<file path="src/rtl/led_scan_receiver.sv">
// Rebuilds 8x8 red/green LED frames from a multiplexed row scan; flags multi-row scans and counts dropped frames.
// Latency: pin to s is SYNC_STAGES cycles; a row is captured after SETTLE_CYCLES stable cycles of s; the commit is registered one cycle later.
// Backpressure: none. This is a passive sampler, and frame_valid is a one-cycle strobe. Optional macro LED_SCAN_OVERLAP_EN enables the overlap flag.
module led_scan_receiver #(
  parameter int SETTLE_CYCLES = 4,
  parameter int SYNC_STAGES   = 2
) (
  input  logic        clock,
  input  logic        reset,
  input  logic [7:0]  row_sink,
  input  logic [7:0]  red_driver,
  input  logic [7:0]  green_driver,
  output logic [63:0] red_frame,
  output logic [63:0] green_frame,
  output logic        frame_valid,
  output logic        row_error,
  output logic [7:0]  drop_count,
  output logic        overlap
);

  // The synchronizer comes out of reset showing an idle bus (all rows off).
  // This prevents an all-low row field from being mistaken for a multi-row scan.
  localparam logic [23:0] IDLE   = {8'hFF, 16'h0000};
  localparam logic [7:0]  SETTLE = 8'(SETTLE_CYCLES);

  typedef enum logic {HUNT, ASSEMBLE} state_t;

  logic [23:0] sync_q [SYNC_STAGES];
  logic [23:0] s;
  logic [7:0]  s_row, s_red, s_green;
  logic [23:0] prev_q;
  logic [7:0]  cnt_q, cnt_d;
  logic        diff, capture;
  logic [3:0]  n_low;
  logic [2:0]  row_idx;
  state_t      state_q, state_d;
  logic [7:0]  seen_q, seen_d;
  logic [63:0] shadow_red_q, shadow_red_d;
  logic [63:0] shadow_green_q, shadow_green_d;
  logic        commit, drop, err_set;
  logic [63:0] red_frame_q, green_frame_q;
  logic        frame_valid_q, row_error_q;
  logic [7:0]  drop_count_q;

  assign s       = sync_q[SYNC_STAGES-1];
  assign s_row   = s[23:16];
  assign s_red   = s[15:8];
  assign s_green = s[7:0];

  // Synchronizer chain for the full 24-bit pin vector.
  always_ff @(posedge clock or negedge reset) begin
    if (!reset) begin
      for (int k = 0; k < SYNC_STAGES; k++) sync_q[k] <= IDLE;
    end else begin
      sync_q[0] <= {row_sink, red_driver, green_driver};
      for (int k = 1; k < SYNC_STAGES; k++) sync_q[k] <= sync_q[k-1];
    end
  end

  // Stability counter: restarts at 1 on any change and saturates at SETTLE.
  // A capture fires only in the cycle the count first arrives at SETTLE.
  always_comb begin
    diff = (s != prev_q);
    if (diff)                cnt_d = 8'd1;
    else if (cnt_q >= SETTLE) cnt_d = SETTLE;
    else                     cnt_d = cnt_q + 8'd1;
    capture = (cnt_d == SETTLE) && (diff || (cnt_q != SETTLE));
  end

  // Register the previous sample and the dwell count.
  always_ff @(posedge clock or negedge reset) begin
    if (!reset) begin
      prev_q <= IDLE;
      cnt_q  <= 8'd0;
    end else begin
      prev_q <= s;
      cnt_q  <= cnt_d;
    end
  end

  // Count the low row_sink bits and remember which row was selected.
  always_comb begin
    n_low   = 4'd0;
    row_idx = 3'd0;
    for (int i = 0; i < 8; i++) begin
      if (!s_row[i]) begin
        n_low   = n_low + 4'd1;
        row_idx = 3'(i);
      end
    end
  end

  // Frame assembly state register.
  always_ff @(posedge clock or negedge reset) begin
    if (!reset) begin
      state_q        <= HUNT;
      seen_q         <= 8'h00;
      shadow_red_q   <= 64'h0;
      shadow_green_q <= 64'h0;
    end else begin
      state_q        <= state_d;
      seen_q         <= seen_d;
      shadow_red_q   <= shadow_red_d;
      shadow_green_q <= shadow_green_d;
    end
  end

  // Next state: classify each capture and decide whether to write, commit, drop or abort.
  always_comb begin
    state_d        = state_q;
    seen_d         = seen_q;
    shadow_red_d   = shadow_red_q;
    shadow_green_d = shadow_green_q;
    commit         = 1'b0;
    drop           = 1'b0;
    err_set        = 1'b0;
    if (capture && (n_low > 4'd1)) begin
      err_set = 1'b1;
      seen_d  = 8'h00;
      state_d = HUNT;
    end else if (capture && (n_low == 4'd1)) begin
      case (state_q)
        HUNT: begin
          if (row_idx == 3'd0) begin
            shadow_red_d[7:0]   = s_red;
            shadow_green_d[7:0] = s_green;
            seen_d              = 8'h01;
            state_d             = ASSEMBLE;
          end
        end
        ASSEMBLE: begin
          shadow_red_d[{row_idx, 3'b000} +: 8]   = s_red;
          shadow_green_d[{row_idx, 3'b000} +: 8] = s_green;
          if (row_idx == 3'd0) begin
            // Row 0 closes the current frame and opens the next one.
            if (seen_q == 8'hFF) commit = 1'b1;
            else                 drop   = 1'b1;
            seen_d = 8'h01;
          end else begin
            seen_d[row_idx] = 1'b1;
          end
        end
        default: state_d = HUNT;
      endcase
    end
  end

  // Published frame, strobe, sticky error and saturating drop counter.
  always_ff @(posedge clock or negedge reset) begin
    if (!reset) begin
      red_frame_q   <= 64'h0;
      green_frame_q <= 64'h0;
      frame_valid_q <= 1'b0;
      row_error_q   <= 1'b0;
      drop_count_q  <= 8'd0;
    end else begin
      frame_valid_q <= commit;
      if (commit) begin
        red_frame_q   <= shadow_red_q;
        green_frame_q <= shadow_green_q;
      end
      if (err_set) row_error_q <= 1'b1;
      if (drop && (drop_count_q != 8'hFF)) drop_count_q <= drop_count_q + 8'd1;
    end
  end

`ifdef LED_SCAN_OVERLAP_EN
  logic overlap_q;

  // Flag red/green coincidence in the frame being committed.
  always_ff @(posedge clock or negedge reset) begin
    if (!reset)      overlap_q <= 1'b0;
    else if (commit) overlap_q <= |(shadow_red_q & shadow_green_q);
  end

  assign overlap = overlap_q;
`else
  assign overlap = 1'b0;
`endif

  assign red_frame   = red_frame_q;
  assign green_frame = green_frame_q;
  assign frame_valid = frame_valid_q;
  assign row_error   = row_error_q;
  assign drop_count  = drop_count_q;

endmodule

</file>
<file path="config.mk">
export PLATFORM = sky130hd
export DESIGN_NAME = led_scan_receiver
export DESIGN_NICKNAME = d
export VERILOG_FILES = /design/src/rtl/led_scan_receiver.sv
export SDC_FILE = /design/constraint.sdc
export NUM_CORES = 1
export LEC_CHECK = 0
export CAP_MARGIN = 40
export CORE_MARGIN = 1.5
export CORE_UTILIZATION = 45
export CTS_CLUSTER_SIZE = 14
export DETAILED_ROUTE_END_ITERATION = 10
export PLACE_DENSITY = 0.7
export SKIP_CTS_REPAIR_TIMING = 1
export SLEW_MARGIN = 25
export SYNTH_ARGS = -nofsm -noshare
export SYNTH_HDL_FRONTEND = slang
export SYNTH_SLANG_ARGS = --single-unit
</file>
<file path="constraint.sdc">
create_clock -name clock -period 11.58 [get_ports clock]
set_input_delay 3.474 -clock clock [delete_from_list [all_inputs] [get_ports clock]]
set_output_delay 3.474 -clock clock [all_outputs]
set_load 0.1 [all_outputs]
</file>
# Word level (Yosys, flattened, before mapping)
# Cells that the tools add are included.
classes:
  add_sub_neg: 10
  order_cmp: 4
  n_eq_ne: 8
  n_shift: 3
  muxes: 45
  bitwise_logic: 3
  n_reduce_logical: 11
ops:
  columns: ["op", "count"]
  rows:
  - ["64-bit bitwise mux", 2]
  - ["8-bit by 8-bit indexed part select with 64-bit output", 2]
  - ["8-bit 2-to-1 mux", 8]
  - ["8-bit by 8-bit variable shift with 64-bit output, first input constant", 1]
  - ["8-bit one-hot mux with 2 select lines", 3]
  - ["4-bit by 1-bit adder with 4-bit output, second input constant", 7]
  - ["4-bit 2-to-1 mux", 7]
  - ["24-bit inequality test", 1]
  - ["1-bit 2-to-1 mux", 18]
  - ["3-bit 2-to-1 mux", 6]
  - ["8-bit by 1-bit adder with 8-bit output, second input constant", 2]
  - ["8-bit by 3-bit equality test with 1-bit output, second input constant", 1]
  - ["8-bit equality test, second input constant", 1]
  - ["8-bit by 3-bit >= comparator with 1-bit output, second input constant", 1]
  - ["8-bit by 3-bit inequality test with 1-bit output, second input constant", 1]
  - ["8-bit inequality test, second input constant", 1]
  - ["6-bit negation with 8-bit output", 1]
  - ["8-bit OR", 1]
  - ["3-bit AND reduction", 2]
  - ["1-bit logical AND", 5]
  - ["4-bit by 1-bit equality test with 1-bit output, second input constant", 1]
  - ["4-bit by 1-bit > comparator with 1-bit output, second input constant", 1]
  - ["3-bit by 4-bit less-than comparator with 1-bit output, second input constant", 1]
  - ["1-bit demux with 3-bit select", 1]
  - ["8 further kinds", 9]
word_totals:
  regBits: 355
  inputBits: 26
  output_inout_bits: 139
  elab_cells: 99

# Logic depth before layout (Yosys ltp)
# Gate-level depths: netlist of the first run.
logic_depth:
  word_depth: 20
  ltp_mapped: 23
  ltp_nobuf: 21

# Worst setup path before layout of the first run
# Ideal clock, no wire load.
synth_path:
  path_kind: "flip-flop to flip-flop"
  start: "register sync_q (netlist bit s[16])"
  end: "register shadow_green_q[16]"
  setup_time_ns: 0.125
  arrival_ns: 4.694
  required_time_ns: 11.455
  setup_slack_ns: 6.761
  path_stages_with_launch: 21
  path_buffers: 2
  synth_period_minus_slack_ns: 4.819
  path_cell_list: "dfstp_2 -> inv_1 -> ha_1 -> buf_2 -> xnor2_1 -> xnor2_1 -> nor2_1 -> a21oi_1 -> inv_1 -> ha_1 -> xnor2_1 -> a211oi_1 -> a21oi_1 -> ha_1 -> or3b_1 -> a211oi_1 -> xnor3_1 -> nand2_2 -> nor4_4 -> buf_4 -> mux2_2"
synth_between:
  elab_chain_len: 19
  elab_cells_between_ends: 26
  cone_classes: "add/sub: 7; order compare: 1; eq/ne: 3; mux: 9; bitwise: 1; reduce/logical: 5"
synth_lines:
  columns: ["item", "line", "source"]
  rows:
  - ["start, declared", "28", "logic [23:0] sync_q [SYNC_STAGES];"]
  - ["1-bit 2-to-1 mux", "86", "if (!s_row[i]) begin"]
  - ["4-bit by 1-bit adder with 4-bit output", "87", "n_low = n_low + 4'd1;"]
  - ["4-bit 2-to-1 mux", "86", null]
  - ["4-bit by 1-bit adder with 4-bit output", "87", null]
  - ["4-bit 2-to-1 mux", "86", null]
  - ["4-bit by 1-bit adder with 4-bit output", "87", null]
  - ["4-bit 2-to-1 mux", "86", null]
  - ["4-bit by 1-bit adder with 4-bit output", "87", null]
  - ["[... 3 more ...]", null, null]
  - ["4-bit by 1-bit adder with 4-bit output", "87", null]
  - ["4-bit 2-to-1 mux", "86", null]
  - ["4-bit by 1-bit adder with 4-bit output", "87", null]
  - ["4-bit 2-to-1 mux", "86", null]
  - ["4-bit by 1-bit > comparator with 1-bit output", "117", "if (capture && (n_low > 4'd1)) begin"]
  - ["1-bit logical AND", "117", null]
  - ["1-bit inverter (no source line)", null, null]
  - ["3-bit AND reduction (no source line) (*)", null, null]
  - ["end signal, assigned", "104", "shadow_green_q <= shadow_green_d;"]
  - ["end, declared", "39", "logic [63:0] shadow_green_q, shadow_green_d;"]
# Every way passes the cells marked *; elsewhere a longest branch is shown, timed or not.
# A chain may end at the register's enable or synchronous reset.

# Worst setup path after layout of the first run
layout_path:
  start: "register sync_q (netlist bit s[16])"
  end: "register green_frame_q[46], in the netlist green_frame[46]"
layout_between:
  elab_chain_len: 19
  elab_cells_between_ends: 26
  cone_classes: "add/sub: 7; order compare: 1; eq/ne: 3; mux: 11; reduce/logical: 4"
layout_lines:
  columns: ["item", "line", "source"]
  rows:
  - ["branches (longest 18 deep; another with 4-bit by 1-bit adder with 4-bit output)", null, null]
  - ["1-bit 2-to-1 mux (*)", "117", null]
  - ["end signal, assigned", "160", "green_frame_q <= shadow_green_q;"]
  - ["end, declared", "41", "logic [63:0] red_frame_q, green_frame_q;"]
# Every way passes the cells marked *.

==> results of run 1 <==
-- per-layer routing --
metal,share of wire [%],vias up,GRT usage (%),wire (microns)
li1,-,3983,-,-
met1,45,4446,27.8,14800
met2,50,190,34.7,16300
met3,3.5,43,2.72,1160
met4,1.9,0,5.08,626
met5,0,-,0,0
-- state kept, by name, summed over array words and instances, names as in the netlist --
name	flops
prev_q	24
s	24
shadow_red_q	64
frame_valid	1
green_frame	64
sync_q	24
seen_q	8
row_error	1
state_q	1
shadow_green_q	64
cnt_q	8
red_frame	64
drop_count	8
-- cell type report --
cell class / instances / share of cell area (%)
clock buffers: 56 / 5.50
clock inverters: 11 / 0.845
inverters: 44 / 0.820
multi-input cells: 537 / 26.0
flip-flops and latches: 355 / 44.3
well taps: 402 / 2.50
repair buffers: 322 / 20.1
-- stage by stage --
| stage | total power [W] | area [sq um] | setup slack (ps) |
|---|---|---|---|
| floorplan | 0.00139 | 14600 | 6760 |
| global placement | 0.00145 | 16600 | 5760 |
| detailed placement | 0.00145 | 18800 | 5560 |
| CTS | 0.00268 | 20100 | 5570 |
| global route | 0.00275 | 20100 | 5150 |
| finish | 0.00265 | 20100 | 5580 |
-- critical path, cell delays in order, from the launching register on --
cell and delay [ps]:
dfstp_2 570, inv_1 70, ha_1 420, xnor2_1 260, xnor2_1 150, nor2_1 50, a21oi_1 170, inv_1 70
ha_1 320, xnor2_1 150, a211oi_1 230, a21oi_1 70, ha_1 300, o22ai_1 220, inv_1 70, ha_1 200
xor2_1 170, a32o_1 280, nand3_4 230, nor3_4 240, buf_4 500, buf_4 730, mux2_4 360
-- cells in the mapped netlist, types with 19 or more instances --
master     n
mux2_2   113
nor2_1    23
dfrtp_1  331
inv_1     44
dfstp_2   24
mux2i_1   26
and2_1    19
xor2_1    24
mux2_4   100
nand2_1   41
mux2_1    20
xnor2_1   20
-- final timing paths --
kind / from / to
worst max-delay path: s[16]$_DFF_PN1_ / green_frame[46]$_DFFE_PN0P_
worst max register to register: s[16]$_DFF_PN1_ / green_frame[46]$_DFFE_PN0P_
min in group asynchronous: reset / s[8]$_DFF_PN0_
max in group asynchronous: reset / green_frame[18]$_DFFE_PN0P_
worst min-delay path: sync_q[31]$_DFF_PN0_ / s[7]$_DFF_PN0_
worst min register to register: sync_q[31]$_DFF_PN0_ / s[7]$_DFF_PN0_
-- power by group through the flow --
stage | Combinational [W] | Sequential (W) | Clock [W]
global route | 0.000172 | 0.00128 | 0.00130
finish | 0.000152 | 0.00128 | 0.00122
global placement | 0.000148 | 0.00130 | 0
detailed placement | 0.000152 | 0.00130 | 0
CTS | 0.000153 | 0.00128 | 0.00125
floorplan | 0.0000997 | 0.00129 | 0
-- logic make-up after synthesis --
logic type                 synth area share, %
AOI/OAI and AO/OA                         1.81
xor gates and xnor gates                  3.33
adders and majority gates                 1.37
buffers and inverters                     3.22
DFF                                       61.1
muxes                                     22.3
other                                   0.0257
and+or+nand+nor                           6.83
==> run_results.csv, run 1 <==
group,metric,value,unit
floorplanning,core,31700,sq um
floorplanning,ios,165,
timing,slew_viol_final,0,
global_routing,track_usage,20.4,%
global_routing,grt_max_degree,115,
power_and_ir_drop,ir_drop,0.110,mV
routing,wirelength,32.8,mm
clock_tree,numCtsBuffers,37,
global_routing,grt_pass1_wl,53.5,mm
cells_and_area,final_common_cell,"dfrtp_1",
power_and_ir_drop,pwr-share-seq,48.1,%
timing,rsz0062_at_grt,"false",
logic_synthesis,ys_ff_latch,355,
timing,post-route-min-period,6000,ps
floorplanning,start_util,46.0,%
routing,drtIter0Drc,488,
logic_synthesis,yosysTopAreaCell,"dfrtp_1",
worst_hold_path,min_path_cells,0,
run,drv_cap,0,
timing,finalHoldViolCount,0,
logic_synthesis,synth_top_cell_area_share,56.8,%
global_routing,grt_pass1_vias,9352,
logic_synthesis,yosys.cell_types.count,56,
floorplanning,fp.dieArea,33500,sq um
logic_synthesis,synth_area,14600,sq um
clock_tree,cts_tree,"yes",
place,placed_cells,1658,
power_and_ir_drop,p_int,0.00207,W
power_and_ir_drop,power_frac_clock,46.1,%
place,place.gp.congestion,0.847,
routing,antenna_left,0,
logic_synthesis,yosys_warnings,0,
clock_tree,cts_sinks,355,
logic_synthesis,synth-edff-count,0,
clock_tree,clockRootBuffer,"clkbuf_16",
logic_synthesis,yosys_most_used_dff,"dfrtp_1",
timing,fin_crit_sh,51.8,%
setup_path,start_kind,"flip-flop",
floorplanning,dieHeight,183,microns
timing,whs,330,ps
power_and_ir_drop,sw_frac_of_total,22.1,%
routing,drcViolationCount,0,
routing,dr_total_vias,8662,
clock_tree,clockBufferDepth,3,
routing,drtPass1Iterations,4,
global_routing,grt_overflow,0,
floorplanning,rows,65,
global_routing,antenna_found_initial,0,
power_and_ir_drop,combPwrFrac,5.7,%
clock_tree,clk_pin_slew_worst_paths,60,ps
routing,detail_route.wl_per_cell,19.0,microns
cells_and_area,multi_input_area,5240,sq um
cells_and_area,mostFrequentLayoutCells,"dfrtp_1 (331), clkdlybuf4s50_1 (162), buf_8 (132), mux2_2 (113), mux2_4 (100)",
power_and_ir_drop,power_switching,0.000588,W
place,dp_hpwl,22.5,mm
power_and_ir_drop,powerDensity,132,nW/um^2
logic_synthesis,synthCells,972,
timing,skew,18.7,ps
cells_and_area,diodes,0,
setup_path,worstPathRequired,11970,ps
cells_and_area,nFillCells,2296,
routing,via_per_inst,5.02,
run_status,status,"completed",
logic_synthesis,avgSynthCellArea,15.0,sq um
clock_tree,clkLatencyLatePin,510,ps
setup_path,r2r_cells,22,
setup_path,cp_data_arrival_time,6390,ps
cells_and_area,fin_util,63.5,%
worst_hold_path,hp-class,"flip-flop to flip-flop",
timing,setup_viol,0,
setup_path,crit_type,"flip-flop to flip-flop",
cells_and_area,nNetsFinal,1339,
timing,relSlewSlack,43.2,%
power_and_ir_drop,p_leak,9.38,nW
logic_synthesis,synthArstFlopShare,100,%
setup_path,cp_max_fo,42,
place,io_buffers,163,
logic_synthesis,ys_seq_area_share,61.1,%
timing,fmax,167,MHz
cells_and_area,regArea,8910,sq um
floorplanning,die_w,183,microns
timing,finalSetupTns,0,ps
cells_and_area,layoutNonFillerInstCount,1727,
timing,worst_pin_slew,853,ps
setup_path,setup.worst_path.end_class,"flip-flop",
setup_path,r2r_slack,5580,ps
cells_and_area,syn_to_final_growth,38.0,%
cells_and_area,drive_above_1_share,35.8,%
clock_tree,cts_max_level,2,
logic_synthesis,synth_area_leaders,"dfrtp_1 (57%), mux2_4 (10%), mux2_2 (8.7%)",
Power figures use the tool's default switching activity.
==> inputs of run 2 (changes only) <==
Clock period 11.58 ns to 5.7 ns, I/O delays scaled along.
==> run 2 against run 1 <==
  * Clock power increased by 100%
  * Sequential power increased by 100%
  * Core utilization increased by 0.17 points
  * Critical path depth decreased by 3
  * Via count increased by 1.1%
  * Final area increased by 0.27%
  * Critical path type unchanged
  * Largest power group unchanged
==> run_results.csv, run 2 (synthesis gave the netlist of run 1 again) <==
group,metric,value,unit
routing,wl_met3,1.23,mm
setup_path,cp_max_fo,9,
setup_path,worstPathRequired,6120,ps
floorplanning,dieHeight,183,microns
routing,detail_route.wl_per_cell,19.2,microns
global_routing,grt_overflow,0,
timing,slew_viol_final,0,
power_and_ir_drop,powerDensity,265,nW/um^2
clock_tree,cts_tree,"yes",
power_and_ir_drop,p_leak,9.40,nW
setup_path,cpPeakStageDelay,600,ps
floorplanning,fp.dieArea,33500,sq um
setup_path,crit_slowest_cell,"nor4_4",
worst_hold_path,min_to,"s[9]$_DFF_PN0_",
clock_tree,cts_sinks,355,
global_routing,grt_pass1_wl,53.6,mm
timing,relSlewSlack,38.2,%
floorplanning,start_util,46.0,%
setup_path,setup.worst_path.end_class,"flip-flop",
setup_path,reg2reg_to,"shadow_red_q[11]$_DFFE_PN0P_",
place,dp_hpwl,22.3,mm
routing,dr_total_vias,8757,
setup_path,cp_data_arrival_time,5660,ps
clock_tree,clkLatencyLatePin,520,ps
routing,drtIter0Drc,530,
clock_tree,clk_pin_slew_worst_paths,60,ps
cells_and_area,syn_to_final_growth,38.4,%
floorplanning,die_w,183,microns
cells_and_area,diodes,0,
routing,drcViolationCount,0,
place,placed_cells,1658,
worst_hold_path,hp-class,"flip-flop to flip-flop",
timing,finalSetupTns,0,ps
cells_and_area,mostFrequentLayoutCells,"dfrtp_1 (331), clkdlybuf4s50_1 (162), buf_8 (125), mux2_2 (113), mux2_4 (100)",
routing,drtPass1Iterations,4,
routing,wl_met2,16.2,mm
global_routing,antenna_found_initial,0,
routing,wl_met1,15.0,mm
setup_path,r2r_cells,19,
timing,rsz0062_at_grt,"false",
timing,setup_viol,0,
setup_path,crit_type,"flip-flop to flip-flop",
routing,via_per_inst,5.07,
setup_path,r2r-start,"s[17]$_DFF_PN1_",
global_routing,track_usage,20.6,%
routing,routed.top_layer,"met4",
run,drv_cap,0,
floorplanning,ios,165,
cells_and_area,nNetsFinal,1339,
floorplanning,rows,65,
setup_path,r2r_slack,460,ps
global_routing,grt_pass1_vias,9443,
cells_and_area,final_common_cell,"dfrtp_1",
floorplanning,core,31700,sq um
cells_and_area,nFillCells,2253,
place,io_buffers,163,
clock_tree,clockBufferDepth,3,
timing,finalHoldViolCount,0,
clock_tree,numCtsBuffers,37,
timing,post-route-min-period,5240,ps
timing,fin_crit_sh,92.0,%
run_status,status,"completed",
setup_path,start_kind,"flip-flop",
routing,antenna_left,0,
routing,wirelength,33.1,mm
place,place.gp.congestion,0.840,
power_and_ir_drop,finalPower,0.00535,W
global_routing,grt_max_degree,123,
setup_path,crit_chain,"inv_1 -> ha_1 -> xnor2_1 -> ha_1 -> nand2b_1 -> a21oi_1 -> a31oi_1 -> xnor2_1 -> mux2i_1 -> ha_1 -> nand2b_1 -> xnor2_1 -> xnor3_1 -> a211oi_1 -> xnor3_1 -> nand2_2 -> nor4_4 -> buf_4 -> mux2i_1",
worst_hold_path,hold_path.startpoint,"sync_q[33]$_DFF_PN0_",
cells_and_area,layoutNonFillerInstCount,1726,
worst_hold_path,min_path_cells,0,
cells_and_area,drive_above_1_share,36.0,%
clock_tree,clockRootBuffer,"clkbuf_16",
clock_tree,cts_max_level,2,
power_and_ir_drop,ir_drop,0.194,mV
timing,worst_pin_slew,928,ps
timing,fmax,191,MHz
timing,skew,21.8,ps
## run 2: cell count changes in the layout (fill, tap and decap cells not counted), sizes merged
cell,previous run,this run
clkinv,4,11
clkinvlp,0,1
clkbuf,56,48
inv,47,46
## run 2: layout make-up
type / instances / area (sq um) / area share (%)
flip-flops and latches: 355 / 8910 / 44.1
multi-input cells: 537 / 5240 / 26.0
repair buffers: 322 / 4130 / 20.4
clock buffers: 48 / 1040 / 5.14
well taps: 402 / 503 / 2.49
clock inverters: 18 / 204 / 1.01
inverters: 44 / 165 / 0.818
## run 2: per-layer routing
layer	track usage, %	vias up
li1	-	3984
met1	28.5	4508
met2	34.5	216
met3	2.88	49
met4	5.18	0
met5	0	-
## run 2: worst max path at each step
stage / cells after the start / start / endpoint / slack (ps)
after CTS: 19 / s[16]$_DFF_PN1_ / green_frame[2]$_DFFE_PN0P_ / 310
after global placement: 19 / s[16]$_DFF_PN1_ / red_frame[63]$_DFFE_PN0P_ / 480
after floorplan: 20 / s[16]$_DFF_PN1_ / shadow_green_q[16]$_DFFE_PN0P_ / 880
after detailed placement: 19 / s[16]$_DFF_PN1_ / green_frame[2]$_DFFE_PN0P_ / 340
after global routing: 19 / s[16]$_DFF_PN1_ / shadow_red_q[11]$_DFFE_PN0P_ / 50
final: 19 / s[17]$_DFF_PN1_ / shadow_red_q[11]$_DFFE_PN0P_ / 460
## run 2: critical path: cells and delay by family (launching register included)
kind                       cells  cell delay [ps]
muxes                          2              430
buffers and inverters          2              400
and+or+nand+nor                4              980
xor gates and xnor gates       5             1420
adders and majority gates      3              890
AOI/OAI and AO/OA              3              450
DFF                            1              590
## run 2: where the power goes
part	internal, W	switching, W	leakage (nW)
Sequential	0.00255	0.0000419	4.75
Combinational	0.000115	0.000194	4.03
Clock	0.00147	0.000978	0.620
## run 2: through the flow
step,hold slack (ps),setup slack [ps],cell area (sq um),utilization [%]
finish,346,458,20200,63.7
global route,354,51.5,20200,63.7
CTS,348,315,20200,63.6
detailed placement,336,339,18900,59.7
global placement,332,481,16700,52.6
floorplan,331,881,14600,-
==> inputs of run 3 (changes only) <==
Clock period 5.7 ns to 5.2 ns, I/O delays scaled along.
==> run 3 against run 2 <==
  * First-iteration DRC count increased by 1.7%
  * Total power increased by 6.9%
  * Fmax increased by 6.3%
  * Largest power group unchanged
  * Critical endpoint is now shadow_green_q[48]$_DFFE_PN0P_
  * Highest routed layer unchanged
  * Wire length increased by 1.5%
  * Via count increased by 0.13%
==> run_results.csv, run 3 (synthesis gave the netlist of run 1 again) <==
group,metric,value,unit
timing,worst_pin_slew,864,ps
clock_tree,clk_pin_slew_worst_paths,60,ps
timing,fin_crit_sh,94.9,%
timing,post-route-min-period,4930,ps
routing,drtPass1Iterations,5,
power_and_ir_drop,ir_drop,0.211,mV
routing,drtIter0Drc,539,
floorplanning,fp.dieArea,33500,sq um
setup_path,crit_type,"flip-flop to flip-flop",
cells_and_area,layoutNonFillerInstCount,1739,
floorplanning,die_w,183,microns
setup_path,start_kind,"flip-flop",
clock_tree,clockRootBuffer,"clkbuf_16",
power_and_ir_drop,powerDensity,282,nW/um^2
power_and_ir_drop,p_leak,9.43,nW
cells_and_area,diodes,0,
global_routing,grt_use_met2,33.6,%
timing,finalSetupTns,0,ps
global_routing,antenna_found_initial,0,
cells_and_area,mostFrequentLayoutCells,"dfrtp_1 (331), clkdlybuf4s50_1 (162), buf_8 (133), mux2_2 (113), mux2_4 (100)",
run_status,status,"completed",
place,place.gp.congestion,0.824,
floorplanning,dieHeight,183,microns
timing,finalHoldViolCount,0,
routing,dr_total_vias,8768,
floorplanning,rows,65,
timing,setup_viol,0,
clock_tree,cts_tree,"yes",
clock_tree,numCtsBuffers,36,
clock_tree,cts_sinks,355,
clock_tree,cts_max_level,2,
global_routing,gr-usage-met1,28.4,%
clock_tree,clockBufferDepth,3,
place,io_buffers,163,
setup_path,worstPathRequired,5600,ps
global_routing,use_met3,3.26,%
timing,setup_ws,267,ps
cells_and_area,final_common_cell,"dfrtp_1",
routing,detail_route.wl_per_cell,19.3,microns
global_routing,grt_pass1_vias,9236,
setup_path,setup.worst_path.end_class,"flip-flop",
worst_hold_path,hp-class,"flip-flop to flip-flop",
place,dp_hpwl,22.5,mm
cells_and_area,syn_to_final_growth,39.1,%
floorplanning,ios,165,
setup_path,cp_max_fo,8,
routing,antenna_left,0,
floorplanning,start_util,46.0,%
floorplanning,core,31700,sq um
routing,via_per_inst,5.04,
global_routing,busiest_layer,"met2",
timing,fmax,203,MHz
timing,slew_viol_final,0,
global_routing,track_usage,20.4,%
place,place_ws,69.4,ps
timing,relSlewSlack,42.4,%
global_routing,grt_max_degree,112,
clock_tree,clkLatencyLatePin,520,ps
cells_and_area,nNetsFinal,1355,
global_routing,grt_overflow,0,
setup_path,cp_data_arrival_time,5330,ps
routing,drcViolationCount,0,
run,drv_cap,0,
timing,whs,347,ps
cells_and_area,drive_above_1_share,36.7,%
timing,skew,19.9,ps
global_routing,grt_pass1_wl,53.1,mm
routing,wirelength,33.6,mm
place,placed_cells,1671,
==> run 3: layout make-up <==
cell class / count / area (sq um)
multi-input cells: 537 / 5290
clock inverters: 11 / 114
well taps: 402 / 503
repair buffers: 339 / 4290
inverters: 44 / 165
flip-flops and latches: 355 / 8920
fillers: 2193 / 11400
clock buffers: 51 / 1020
==> run 3: path summary, 6_finish.rpt <==
check                                startpoint                             end  slack (ps)  cells past startpoint
setup / recovery                s[16]$_DFF_PN1_  shadow_green_q[48]$_DFFE_PN0P_         270                     20
hold / removal             sync_q[33]$_DFF_PN0_                  s[9]$_DFF_PN0_         350                      0
setup reg to reg                s[16]$_DFF_PN1_  shadow_green_q[48]$_DFFE_PN0P_         270                     20
hold reg to reg            sync_q[33]$_DFF_PN0_                  s[9]$_DFF_PN0_         350                      0
max in group asynchronous                 reset  shadow_green_q[56]$_DFFE_PN0P_        3010                      2
min in group asynchronous                 reset                  s[8]$_DFF_PN0_        1130                      1
==> run 3: worst max-delay path: stages (launching register included) <==
cell and delay (ps):
dfstp_2 580, inv_1 100, ha_4 290, xnor2_2 150, ha_1 330, nand2b_1 110, a21oi_1 60, a31oi_1 180
xnor2_1 140, mux2i_1 190, ha_1 170, nand2b_1 60, xnor2_1 290, xnor3_1 440, a211oi_2 190, xnor3_2 240
nand3_4 100, buf_4 200, nor4_4 400, clkbuf_16 260, mux2_2 340
==> run 3: per-layer routing <==
layer | wire length (microns) | vias up
li1 | - | 4013
met1 | 15200 | 4481
met2 | 16400 | 226
met3 | 1480 | 48
met4 | 574 | 0
met5 | 0 | -
==> run 3: through the flow <==
stage / power, W / area, sq um / util, %
floorplan: 0.00309 / 14600 / -
global placement: 0.00323 / 16900 / 53.2
detailed placement: 0.00324 / 19000 / 60.0
CTS: 0.00575 / 20200 / 63.5
global route: 0.00593 / 20300 / 64.0
finish: 0.00572 / 20300 / 64.0
==> run 3: where the power goes <==
group / internal [W] / leakage (nW) / switching [W] / total [W]
combinational: 0.000141 / 4.13 / 0.000224 / 0.000365
sequential: 0.00280 / 4.75 / 0.0000432 / 0.00284
clock: 0.00147 / 0.555 / 0.00105 / 0.00252
total: 0.00441 / 9.43 / 0.00132 / 0.00572
